$ cat config.mk
export PLATFORM = sky130hd
export DESIGN_NAME = mul_man_arb_flat
export DESIGN_NICKNAME = d
export VERILOG_FILES = /design/src/rtl/mul_man_arb_if.sv /design/src/rtl/mul_man_arb.sv /design/src/flat_wrapper.sv
export SDC_FILE = /design/constraint.sdc
export NUM_CORES = 1
export LEC_CHECK = 0
export ABC_AREA = 1
export CAP_MARGIN = 10
export CORE_ASPECT_RATIO = 1.1
export CORE_MARGIN = 3
export CORE_UTILIZATION = 50
export CTS_CLUSTER_DIAMETER = 60
export DETAILED_ROUTE_END_ITERATION = 7
export PLACE_DENSITY = 0.89
export SKIP_CTS_REPAIR_TIMING = 1
export SLEW_MARGIN = 20
export SYNTH_ARGS = -nofsm -noshare
export SYNTH_HDL_FRONTEND = slang
export SYNTH_SLANG_ARGS = --single-unit
$ cat constraint.sdc
create_clock -name clk -period 11.4 [get_ports clk]
set_input_delay 2.85 -clock clk [delete_from_list [all_inputs] [get_ports clk]]
set_output_delay 2.85 -clock clk [all_outputs]
set_load 0.1 [all_outputs]
$ cat src/rtl/mul_man_arb_if.sv
// Request, multiplier and response bundle for the shared
// mantissa-multiplier arbiter.
interface mul_man_arb_if #(
  parameter int N_REQ = 4,
  parameter int IDW   = $clog2(N_REQ)
);
  logic [N_REQ-1:0]    req_valid;
  logic [N_REQ-1:0]    req_ready;
  logic [12*N_REQ-1:0] req_op1;
  logic [12*N_REQ-1:0] req_op2;
  logic [11:0]         mul_op1;
  logic [11:0]         mul_op2;
  logic [15:0]         mul_result;
  logic                rsp_valid;
  logic                rsp_ready;
  logic [IDW-1:0]      rsp_id;
  logic [15:0]         rsp_data;

  modport master (
    output req_valid, req_op1, req_op2,
    output mul_result, rsp_ready,
    input  req_ready, mul_op1, mul_op2,
    input  rsp_valid, rsp_id, rsp_data
  );

  modport slave (
    input  req_valid, req_op1, req_op2,
    input  mul_result, rsp_ready,
    output req_ready, mul_op1, mul_op2,
    output rsp_valid, rsp_id, rsp_data
  );
endinterface

$ cat src/rtl/mul_man_arb.sv
// Round-robin scheduler sharing one pipelined mantissa
// multiplier; results are queued in a credit-guarded FIFO.
module mul_man_arb #(
  parameter int N_REQ      = 4,
  parameter int LAT        = 2,
  parameter int FIFO_DEPTH = 4,
  parameter int IDW        = $clog2(N_REQ)
) (
  input logic          clk,
  input logic          rst_n,
  mul_man_arb_if.slave bus_if
);
  localparam int PW = $clog2(FIFO_DEPTH);
  localparam int CW = $clog2(FIFO_DEPTH + 1);
  localparam int EW = IDW + 16;
  localparam logic [CW-1:0] DEPTH_C = CW'(FIFO_DEPTH);
  localparam logic [IDW-1:0] LAST_ID = IDW'(N_REQ - 1);
  localparam logic [IDW:0] NREQ_C = (IDW+1)'(N_REQ);

  logic [IDW-1:0] rr_ptr_q, rr_ptr_d, win;
  logic [IDW:0]   cand;
  logic           found, issue, push, pop;
  logic [CW-1:0]  credit_cnt_q, credit_cnt_d;
  logic [CW-1:0]  cnt_q, cnt_d;
  logic [LAT-1:0] tv_q;
  logic [IDW-1:0] tid_q [LAT];
  logic [EW-1:0]  mem_q [FIFO_DEPTH];
  logic [PW-1:0]  wp_q, rp_q;
  logic [EW-1:0]  head;

  // Winner: first valid requester scanning from rr_ptr
  always_comb begin
    found = 1'b0;
    win   = '0;
    cand  = '0;
    for (int k = 0; k < N_REQ; k++) begin
      cand = {1'b0, rr_ptr_q} + (IDW+1)'(k);
      if (cand >= NREQ_C) cand = cand - NREQ_C;
      if (!found && bus_if.req_valid[cand[IDW-1:0]]) begin
        found = 1'b1;
        win   = cand[IDW-1:0];
      end
    end
  end

  // Credits are registered only; a same-cycle pop
  // does not free a slot until the next cycle.
  assign issue = found & (credit_cnt_q < DEPTH_C) & rst_n;
  assign push  = tv_q[LAT-1];
  assign pop   = bus_if.rsp_valid & bus_if.rsp_ready;

  // One-hot grant and gated operand mux
  always_comb begin
    bus_if.req_ready = '0;
    bus_if.mul_op1   = '0;
    bus_if.mul_op2   = '0;
    for (int i = 0; i < N_REQ; i++) begin
      if (issue && win == IDW'(i)) begin
        bus_if.req_ready[i] = 1'b1;
        bus_if.mul_op1 = bus_if.req_op1[12*i +: 12];
        bus_if.mul_op2 = bus_if.req_op2[12*i +: 12];
      end
    end
  end

  // Next pointer, credit and occupancy
  always_comb begin
    rr_ptr_d = rr_ptr_q;
    if (issue) begin
      rr_ptr_d = (win == LAST_ID) ? '0 : win + 1'b1;
    end
    credit_cnt_d = credit_cnt_q;
    if (issue && !pop) credit_cnt_d = credit_cnt_q + 1'b1;
    else if (!issue && pop) credit_cnt_d = credit_cnt_q - 1'b1;
    cnt_d = cnt_q;
    if (push && !pop) cnt_d = cnt_q + 1'b1;
    else if (!push && pop) cnt_d = cnt_q - 1'b1;
  end

  // Control state registers
  always_ff @(posedge clk or negedge rst_n) begin
    if (!rst_n) begin
      rr_ptr_q     <= '0;
      credit_cnt_q <= '0;
      cnt_q        <= '0;
      wp_q         <= '0;
      rp_q         <= '0;
    end else begin
      rr_ptr_q     <= rr_ptr_d;
      credit_cnt_q <= credit_cnt_d;
      cnt_q        <= cnt_d;
      if (push) wp_q <= wp_q + 1'b1;
      if (pop)  rp_q <= rp_q + 1'b1;
    end
  end

  // ID tags travel alongside the multiplier pipeline
  always_ff @(posedge clk or negedge rst_n) begin
    if (!rst_n) begin
      tv_q <= '0;
      for (int k = 0; k < LAT; k++) tid_q[k] <= '0;
    end else begin
      tv_q[0]  <= issue;
      tid_q[0] <= win;
      for (int k = 1; k < LAT; k++) begin
        tv_q[k]  <= tv_q[k-1];
        tid_q[k] <= tid_q[k-1];
      end
    end
  end

  // Result storage; a full-FIFO push cannot occur
  always_ff @(posedge clk or negedge rst_n) begin
    if (!rst_n) begin
      for (int k = 0; k < FIFO_DEPTH; k++) mem_q[k] <= '0;
    end else if (push) begin
      mem_q[wp_q] <= {tid_q[LAT-1], bus_if.mul_result};
    end
  end

  assign head             = mem_q[rp_q];
  assign bus_if.rsp_valid = (cnt_q != '0);
  assign bus_if.rsp_id    =
    bus_if.rsp_valid ? head[EW-1:16] : '0;
  assign bus_if.rsp_data  =
    bus_if.rsp_valid ? head[15:0] : '0;

  a_fifo_ovf: assert property (@(posedge clk)
    disable iff (!rst_n) !(push && !pop && cnt_q == DEPTH_C));
  a_credit_unf: assert property (@(posedge clk)
    disable iff (!rst_n) !(pop && credit_cnt_q == '0));
  a_credit_max: assert property (@(posedge clk)
    disable iff (!rst_n) credit_cnt_q <= DEPTH_C);
endmodule

$ cat src/flat_wrapper.sv
// flat-port wrapper written by rule: the top's interface ports become plain ports
module mul_man_arb_flat 
#(
  parameter int N_REQ      = 4,
  parameter int LAT        = 2,
  parameter int FIFO_DEPTH = 4,
  parameter int IDW        = $clog2(N_REQ)
)
  (clk, rst_n, bus_if_req_valid, bus_if_req_op1, bus_if_req_op2, bus_if_mul_result, bus_if_rsp_ready, bus_if_req_ready, bus_if_mul_op1, bus_if_mul_op2, bus_if_rsp_valid, bus_if_rsp_id, bus_if_rsp_data);
  mul_man_arb_if #(.N_REQ(N_REQ), .IDW(IDW)) bus_if_i ();
  input logic clk;
  input logic rst_n;
  input wire logic [$bits(bus_if_i.req_valid)-1:0] bus_if_req_valid;
  input wire logic [$bits(bus_if_i.req_op1)-1:0] bus_if_req_op1;
  input wire logic [$bits(bus_if_i.req_op2)-1:0] bus_if_req_op2;
  input wire logic [$bits(bus_if_i.mul_result)-1:0] bus_if_mul_result;
  input wire logic [$bits(bus_if_i.rsp_ready)-1:0] bus_if_rsp_ready;
  output wire logic [$bits(bus_if_i.req_ready)-1:0] bus_if_req_ready;
  output wire logic [$bits(bus_if_i.mul_op1)-1:0] bus_if_mul_op1;
  output wire logic [$bits(bus_if_i.mul_op2)-1:0] bus_if_mul_op2;
  output wire logic [$bits(bus_if_i.rsp_valid)-1:0] bus_if_rsp_valid;
  output wire logic [$bits(bus_if_i.rsp_id)-1:0] bus_if_rsp_id;
  output wire logic [$bits(bus_if_i.rsp_data)-1:0] bus_if_rsp_data;
  assign bus_if_i.req_valid = bus_if_req_valid;
  assign bus_if_i.req_op1 = bus_if_req_op1;
  assign bus_if_i.req_op2 = bus_if_req_op2;
  assign bus_if_i.mul_result = bus_if_mul_result;
  assign bus_if_i.rsp_ready = bus_if_rsp_ready;
  assign bus_if_req_ready = bus_if_i.req_ready;
  assign bus_if_mul_op1 = bus_if_i.mul_op1;
  assign bus_if_mul_op2 = bus_if_i.mul_op2;
  assign bus_if_rsp_valid = bus_if_i.rsp_valid;
  assign bus_if_rsp_id = bus_if_i.rsp_id;
  assign bus_if_rsp_data = bus_if_i.rsp_data;
  mul_man_arb #(.N_REQ(N_REQ), .LAT(LAT), .FIFO_DEPTH(FIFO_DEPTH), .IDW(IDW)) u_core (.clk(clk), .rst_n(rst_n), .bus_if(bus_if_i));
endmodule
* Yosys cells after proc, flatten, opt, wreduce, memory -nomap -nowiden
Cells that the tools add are included.
** Word-level totals
- Flip-flop bits (word level) :: 90
- Latch bits :: 0
- RAM bits :: 0
- Memory bits (read-only) :: 0
- Input port bits :: 119
- Memories :: 0
** Cells by class
- Add/subtract/negate cells :: 14
- Multiply operators :: 0
- Div/mod/pow operators :: 0
- $lt $le $gt $ge :: 12
- Equality and inequality tests :: 3
- Shift-type cells :: 0
- Mux-type cells :: 45
- Bitwise operators :: 5
- Reductions and logical operators :: 22
** Operators by type and width (count)
- 2-to-1 mux 12 bit :: 8
- bitwise mux 72 bit :: 1
- 2-to-1 mux 18 bit :: 3
- binary-select mux 18 bit (select 2 bit) :: 1
- demux 18 bit (select 2 bit) :: 1
- 2-to-1 mux 2 bit :: 10
- 2-to-1 mux 16 bit :: 1
- >= comparator 3 bit, second input constant :: 5
- logical AND 1 bit :: 12
- less-than comparator 2 x 3 -> 1 bit, second input constant :: 4
- 2-to-1 mux 1 bit :: 12
- 2-to-1 mux 3 bit :: 4
- binary-select mux 1 bit (select 2 bit) :: 4
- subtractor 2 x 1 -> 2 bit, second input constant :: 4
- adder 2 x 1 -> 2 bit, second input constant :: 3
- adder 2 x 2 -> 3 bit, second input constant :: 2
- adder 3 x 1 -> 3 bit, second input constant :: 2
- zero test 1 bit :: 6
- NOT 2 -> 3 bit :: 2
- subtractor 3 x 1 -> 3 bit, second input constant :: 2
- == test 2 bit, second input constant :: 2
- nonzero test 2 bit :: 2
- adder 2 x 1 -> 3 bit, second input constant :: 1
- bitwise AND 1 bit :: 3
- other kinds (6) :: 6

* Depth between registers and ports, before layout
Gate-level depths: netlist (run 1).
- Depth after elaboration :: 21
- Gate-level depth with buffers :: 19
- Mapped depth without buffers :: 17

* Least setup slack after synthesis (run 1)
No wires, ideal clock.
- Path type :: input port to output port
- Start point :: input port bus_if_req_valid[3]
- End point :: output port bus_if_req_ready[0]
- Data arrival time :: 5.735 ns
- Path slack :: 2.815 ns
- Cell stages on the path :: 14
- Path buffers :: 4
- Cell sequence :: inv_1 -> nand2_1 -> nand3_1 -> nand2_1 -> nor2_4 -> nand3_2 -> buf_6 -> buf_6 -> nand2_1 -> ha_1 -> clkbuf_1 -> clkbuf_1 -> inv_1 -> nor2_1
** On the way
- Longest elaborated chain between the ends :: 16
- Elaborated cells between the ends (all ways) :: 27
** Ends and longest elaborated chain
- start, declared :: line flat_wrapper.sv:13 : input wire logic [$bits(bus_if_i.req_valid)-1:0] bus_if_req_valid;
- binary-select mux 1 bit (select 2 bit) :: line mul_man_arb.sv:39 : if (!found && bus_if.req_valid[cand[IDW-1:0]]) begin
- 2-to-1 mux 1 bit (implied by the code) :: line mul_man_arb.sv:39
- 2-to-1 mux 1 bit :: line mul_man_arb.sv:39
- zero test 1 bit :: line mul_man_arb.sv:39
- logical AND 1 bit :: line mul_man_arb.sv:39
- 2-to-1 mux 1 bit :: line mul_man_arb.sv:39
- zero test 1 bit :: line mul_man_arb.sv:39
- logical AND 1 bit :: line mul_man_arb.sv:39
- 2-to-1 mux 1 bit :: line mul_man_arb.sv:39
- zero test 1 bit :: line mul_man_arb.sv:39
- logical AND 1 bit :: line mul_man_arb.sv:39
- 2-to-1 mux 1 bit :: line mul_man_arb.sv:39
- bitwise AND 1 bit (2 in a row) :: line mul_man_arb.sv:48 : assign issue = found & (credit_cnt_q < DEPTH_C) & rst_n;
- logical AND 1 bit * :: line mul_man_arb.sv:58 : if (issue && win == IDW'(i)) begin
- 2-to-1 mux 1 bit * :: line mul_man_arb.sv:58
- end, declared :: line flat_wrapper.sv:18 : output wire logic [$bits(bus_if_i.req_ready)-1:0] bus_if_req_ready;
Every way passes the cells marked *; elsewhere a longest branch is shown, timed or not. The select of a mux whose other input is x is not followed.

* Worst setup path in the final report (run 1)
- Start point :: input port bus_if_req_valid[3]
- End point :: output port bus_if_req_ready[3]
Same word-level chain as after synthesis.

==> impl_results.md, run 1 <==
- Total negative setup slack: 0 ns
- HP Start: u_core.tv_q[0]
- Minimum clock period: 9.55 ns
- Num CTS Buffers: 9
- Max Root-Sink Buffers: 2
- Drt drc: 0
- Fmax: between 100 and 150 MHz
- Largest net degree at the start of global routing: 76
- Share of cells above drive strength 1: 6.15%
- Die extent in x: 108 µm
- FP Rows: 40
- Crit-path max FO: between 70 and 80
- Required time of the critical path: 8.55 ns
- Worst EP arrival: 6.70 ns
- Global placer's final weighted congestion: 0.902
- CTS HTree Levels: 3
- HP Class: reg2reg
- Worst relative slew slack: approximately a third
- Met3 WL: 1.14 mm
- Final ANT Viol Nets: 0
- WL per Instance: 13.9 µm
- Synth warn: 0
- Reg clk slew, reported paths: 0.06 ns
- Netlist cell types: 28
- Met2 WL post-DR: 7.72 mm
- Syn_nets: 964
- TritonCTS clock tree: built
- CTS root buf: clkbuf_16
- Hold Path Stages: 0
- DP HPWL: 10.5 mm
- Crit share post-route: 83.8%
- I/O pin cnt: 166
- Grt total ovfl: 0
- Synth area leaders: dfrtp_1 39%, nand2_1 13%, o21ai_0 9.9%, nand4_1 8.0%, nor2_1 6.8%
- M1 WL: 6.22 mm
- Initial antenna violation count: 0
- Final setup skew: 0.00358 ns
- Area share of the largest cell type after synthesis: 39.4%
- Max Cap Viol: 0
- Worst R2R End: u_core.credit_cnt_q[2]
- Yosys reg bits: 90
- Final nets: roughly 1100
- RSZ-0062 raised after global routing: no
- Pre-Repair DR Iteration Count: 6
- Highest metal used: met4
- GRT Overall Usage: 24.2%
- DRT iter0 DRCs: 474
- Critical path class: in2out
- Initial core utilization: 51.7%
- Vias in the first global route: 5284
- Total die area: 0.0128 mm²
- Worst-skew pair later-pin latency: 0.33 ns
- Final Max Tran Viols: 0
- Drt total wl: 15.4 mm
- Worst Hold Endpoint: u_core.tv_q[1]
- Worst Max-Slew Pin Slew: 0.980 ns
- Mean post-synth cell area: 6.87 µm²
- Diodes inserted: 0
- Final hold vios: 0
- Setup slack, reg-to-reg: 8.15 ns
- Critical Path End Type: output port
- Mapped Area: 0.00572 mm²
- Die height: roughly 120 µm
- First-pass GRT wire length: 25.2 mm
- Sequential area share after synthesis: 39.4%
- Dpl ws: 1.83 ns
- Final Setup Violations: 0
- PortBufs: between 150 and 200
- Area grow syn2layout: 31.1%
- Core Footprint: 0.0111 mm²
- Status: completed
- Setup ws final: 1.85 ns
- Drt via density: ~5.3
- Crit path launch type: primary input
- Area leader, netlist: dfrtp_1
- Vias: 5810
- Post-Syn Instances: 833
- Clock Sinks: 90
- Reg2Reg Launch Point: u_core.rr_ptr_q[0]
- Reg2Reg Depth: 15
-- registers in the layout, summed over array words and instances (netlist names) --
signal               count
u_core.cnt_q             3
u_core.wp_q              2
u_core.rr_ptr_q          2
u_core.tid_q             4
u_core.tv_q              2
u_core.rp_q              2
u_core.credit_cnt_q      3
u_core.mem_q            72
-- placed cells by master (no fill, tap or decap), drive strengths merged, types with 14 or more instances in the layout --
master and n:
nor2 104, buf 33, dfrtp 90, nand3 30
clkdlybuf4s50 138, nand2 205, o21ai 116, clkinv 14
nand4 73, a21oi 21, inv 99
-- synth_stat cells, drive strengths merged --
master  number
clkinv      13
ha          10
mux2         2
xor2         3
a21oi       21
fa           2
nand3b       1
inv         99
clkbuf      41
dfrtp       90
nor3         1
nand3       30
nand4       73
xnor2        4
and2         1
nor2       104
nand2      205
o21ai      116
buf         17
-- per-layer routing --
metal  up-vias  GRT usage [%]
li1       2914              -
met1      2633           31.6
met2       243           40.3
met3        20           4.92
met4         0           7.18
met5         -              0
-- how the worst max path moves through the flow --
stage	from	endpoint	slack, ns
finish	bus_if_req_valid[3]	bus_if_req_ready[3]	1.85
global route	bus_if_req_valid[3]	bus_if_req_ready[3]	1.56
CTS	bus_if_req_valid[3]	bus_if_req_ready[3]	1.82
detailed placement	bus_if_req_valid[3]	bus_if_req_ready[3]	1.83
global placement	bus_if_req_valid[3]	bus_if_req_ready[3]	1.91
floorplan	bus_if_req_valid[3]	bus_if_req_ready[0]	2.81
-- critical path, stage by stage --
cell	delay, ns
clkdlybuf4s50_1	0.49
inv_1	0.05
nand2_1	0.09
nand3_1	0.11
nand2_1	0.14
nor2_4	0.06
nand3_2	0.06
buf_4	0.54
nand3_2	0.56
inv_2	0.51
clkdlybuf4s50_1	1.22
-- kinds of logic (layout without fill, tap and decap cells) --
kind of cell               Yosys count  in the layout  share of synthesized area (%)
muxes                                2              2                          0.394
xor gates and xnor gates             7              7                           1.07
and+or+nand+nor                    415            415                           31.8
buffers and inverters              170            296                           12.5
adders and majority gates           12             12                           2.89
DFF                                 90             90                           39.4
AOI/OAI and AO/OA                  137            137                           12.0
-- cell type report --
class / count / area (µm²)
Clock buffer: 12 / 236
Clock inverter: 1 / 5.00
Fill cell: 934 / 3560
Inverter: 112 / 425
Multi-Input combinational cell: 573 / 2770
Sequential cell: 90 / 2250
Tap cell: 147 / 184
Timing Repair Buffer: 171 / 1630
-- per-stage QoR --
step / instances / instance area (µm²) / hold slack (ns) / util (%)
after global placement: 1093 / 7250 / 0.334 / 65.6
final: 1106 / 7500 / 0.357 / 67.8
after detailed placement: 1093 / 7250 / 0.350 / 65.6
after global routing: 1106 / 7500 / 0.376 / 67.8
after floorplan: 833 / 5720 / 0.331 / -
after CTS: 1106 / 7490 / 0.362 / 67.7
Power of run 1 is not shown: default switching activity piles up to over one toggle a cycle in this logic, so the estimate is an artifact.
==> run 2, diff against run 1 <==
--- a/config.mk
+++ b/config.mk
@@ -9,10 +9,10 @@
 export CAP_MARGIN = 10
 export CORE_ASPECT_RATIO = 1.1
 export CORE_MARGIN = 3
-export CORE_UTILIZATION = 50
+export CORE_UTILIZATION = 48
 export CTS_CLUSTER_DIAMETER = 60
 export DETAILED_ROUTE_END_ITERATION = 7
-export PLACE_DENSITY = 0.89
+export PLACE_DENSITY = 0.86
 export SKIP_CTS_REPAIR_TIMING = 1
 export SLEW_MARGIN = 20
 export SYNTH_ARGS = -nofsm -noshare
==> constraint.sdc (replaced) <==
create_clock -name clk -period 9.9 [get_ports clk]
set_input_delay 2.475 -clock clk [delete_from_list [all_inputs] [get_ports clk]]
set_output_delay 2.475 -clock clk [all_outputs]
set_load 0.1 [all_outputs]
==> run 2 against run 1 <==
Net effect:
- count of clock-buffer cells in the layout decreased by 2
- non-clock buffer count unchanged
- worst hold slack got worse by 0.0089 ns
- utilization increased by 0.28 points
- flip-flop and latch count unchanged
- first-iteration DRC count decreased by 2.3%
- routed wire length increased by 0.67%
- global-route usage decreased by 0.69 points
- setup slack got worse by 0.44 ns
- cell count increased by 0.54%
- clock skew increased by 0.0021 ns
- final area increased by 4.8%
- critical endpoint is now bus_if_mul_op2[10]
- largest cell class unchanged
==> impl_results.md, run 2 (synthesis gave the netlist of run 1 again) <==
- Status: completed
- Final Max Tran Viols: 0
- Reg2Reg Launch Point: u_core.rr_ptr_q[0]
- Fmax: 118 MHz
- DRT iter0 DRCs: 463
- Drt via density: 5.26
- Clock Sinks: 90
- I/O pin cnt: 166
- Crit-path leading delay family: simple AND/OR/NAND/NOR gates
- Final setup skew: 0.00570 ns
- Drt drc: 0
- Critical-path cell list: clkdlybuf4s50_1, inv_1, nand2_1, nand3_1, nand2_1, nor2_4, nand3b_1, nand3_1, o21ai_0, inv_1, ha_1, nand3_2, nand3_1, nand2_1, nand2_1, buf_12
- Capture point of the critical path: bus_if_mul_op2[10]
- Crit path launch type: primary input
- Met3 WL: roughly 1.1 mm
- Stages on worst setup path: 16
- Most frequent cells in the layout: 199 x nand2_1, 136 x clkdlybuf4s50_1, 113 x o21ai_0
- Vias: a little under 6000
- Final hold vios: 0
- Num CTS Buffers: 9
- Worst EP arrival: 6.02 ns
- Pre-Repair DR Iteration Count: 5
- Reg2Reg Depth: 15
- Critical Path End Type: output port
- Final nets: 1088
- Crit share post-route: 85.8%
- Total negative setup slack: 0 ns
- Slowest-stage cell, CP: ha_1
- Setup slack, reg-to-reg: 6.62 ns
- Vias in the first global route: around 5400
- Share of cells above drive strength 1: 6.96%
- Final Setup Violations: 0
- Core Footprint: ~0.012 mm²
- Die height: approximately 120 µm
- Number of flip-flops in the largest register: slightly above 70
- Max Cap Viol: 0
- Most used cell, CP: nand2_1
- Leading registers by flop count: u_core.mem_q: 72 flops, u_core.tid_q: 4 flops
- Buffers & Inverters on Critical Path: 4
- Grt total ovfl: 0
- Final ANT Viol Nets: 0
- Placed Cells: 1096
- Fill count: 939
- Critical path class: in2out
- CTS HTree Levels: 3
- Highest metal used: met4
- Initial core utilization: 49.6%
- Total die area: approximately 0.013 mm²
- PortBufs: 165
- Drt total wl: 15.5 mm
- Diodes inserted: 0
- Crit-path max FO: 25
- Most common cell after layout, fill and taps aside: nand2_1
- Required time of the critical path: roughly 7.4 ns
- Worst path max stage delay: between 0.7 and 0.8 ns
- FP Rows: 41
- GRT Overall Usage: a little under a quarter
- DP HPWL: between 10 and 15 mm
- Met2 WL post-DR: 7.71 mm
- TritonCTS clock tree: built
- Die extent in x: 110 µm
- Worst Max-Slew Pin Slew: 0.978 ns
- WL per Instance: 13.9 µm
- Largest Register: u_core.mem_q
- HP Class: reg2reg
- CTS root buf: clkbuf_16
- Worst-skew pair later-pin latency: 0.33 ns
- Minimum clock period: 8.49 ns
- CP Launch Point: bus_if_req_valid[3]
- Global placer's final weighted congestion: 0.876
- Layout Cells excl Fill: 1112
- RSZ-0062 raised after global routing: no
- Worst relative slew slack: roughly a third
- Max Root-Sink Buffers: 2
- Worst R2R End: u_core.credit_cnt_q[2]
- First-pass GRT wire length: roughly 25 mm
- Largest net degree at the start of global routing: between 70 and 80
- Area grow syn2layout: 37.4%
- Reg clk slew, reported paths: 0.06 ns
- M1 WL: between 6 and 7 mm
- Initial antenna violation count: 0
[run 2: worst min path at each step]
stage                                from  slack, ns  depth (start not counted)              end
final                     u_core.tid_q[3]       0.35                          0  u_core.tid_q[1]
after global routing      u_core.tid_q[3]       0.36                          0  u_core.tid_q[1]
after CTS                 u_core.tid_q[3]       0.35                          0  u_core.tid_q[1]
after detailed placement  u_core.tid_q[3]       0.34                          0  u_core.tid_q[1]
after global placement    u_core.tid_q[3]       0.33                          0  u_core.tid_q[1]
after floorplan           u_core.tid_q[2]       0.33                          0  u_core.tid_q[0]
[run 2: final cells by class]
cell class              count  area (µm²)  share of cell area, %
multi-input cells         573        2770                   35.2
clock inverters             6        50.0                  0.637
well taps                 150         188                   2.39
inverters                 112         425                   5.41
repair buffers            171        1940                   24.6
flip-flops and latches     90        2250                   28.6
clock buffers              10         239                   3.04
[run 2: metrics by stage]
stage / utilization [%] / hold slack, ns / instance area [µm²] / worst slack (ns)
global route: 68.1 / 0.364 / 7860 / 1.09
finish: 68.1 / 0.348 / 7860 / 1.41
floorplan: - / 0.331 / 5720 / 2.06
CTS: 68.0 / 0.350 / 7850 / 1.42
detailed placement: 65.5 / 0.336 / 7560 / 1.41
global placement: 65.5 / 0.334 / 7560 / 1.52
[run 2: metal layers]
metal | vias to the layer above | track usage [%]
met5 | - | 0
met4 | 0 | 8.01
met3 | 25 | 4.64
met2 | 234 | 38.4
met1 | 2671 | 31.0
li1 | 2920 | -
Power of run 2 is left out for the same reason.
==> run 3, diff against run 2 <==
--- a/config.mk
+++ b/config.mk
@@ -6,7 +6,6 @@
 export NUM_CORES = 1
 export LEC_CHECK = 0
 export ABC_AREA = 1
-export CAP_MARGIN = 10
 export CORE_ASPECT_RATIO = 1.1
 export CORE_MARGIN = 3
 export CORE_UTILIZATION = 48
==> results of run 3 <==
Final layout, timing and power as in run 2 (identical DEF).
Power of run 3 is left out for the same reason.
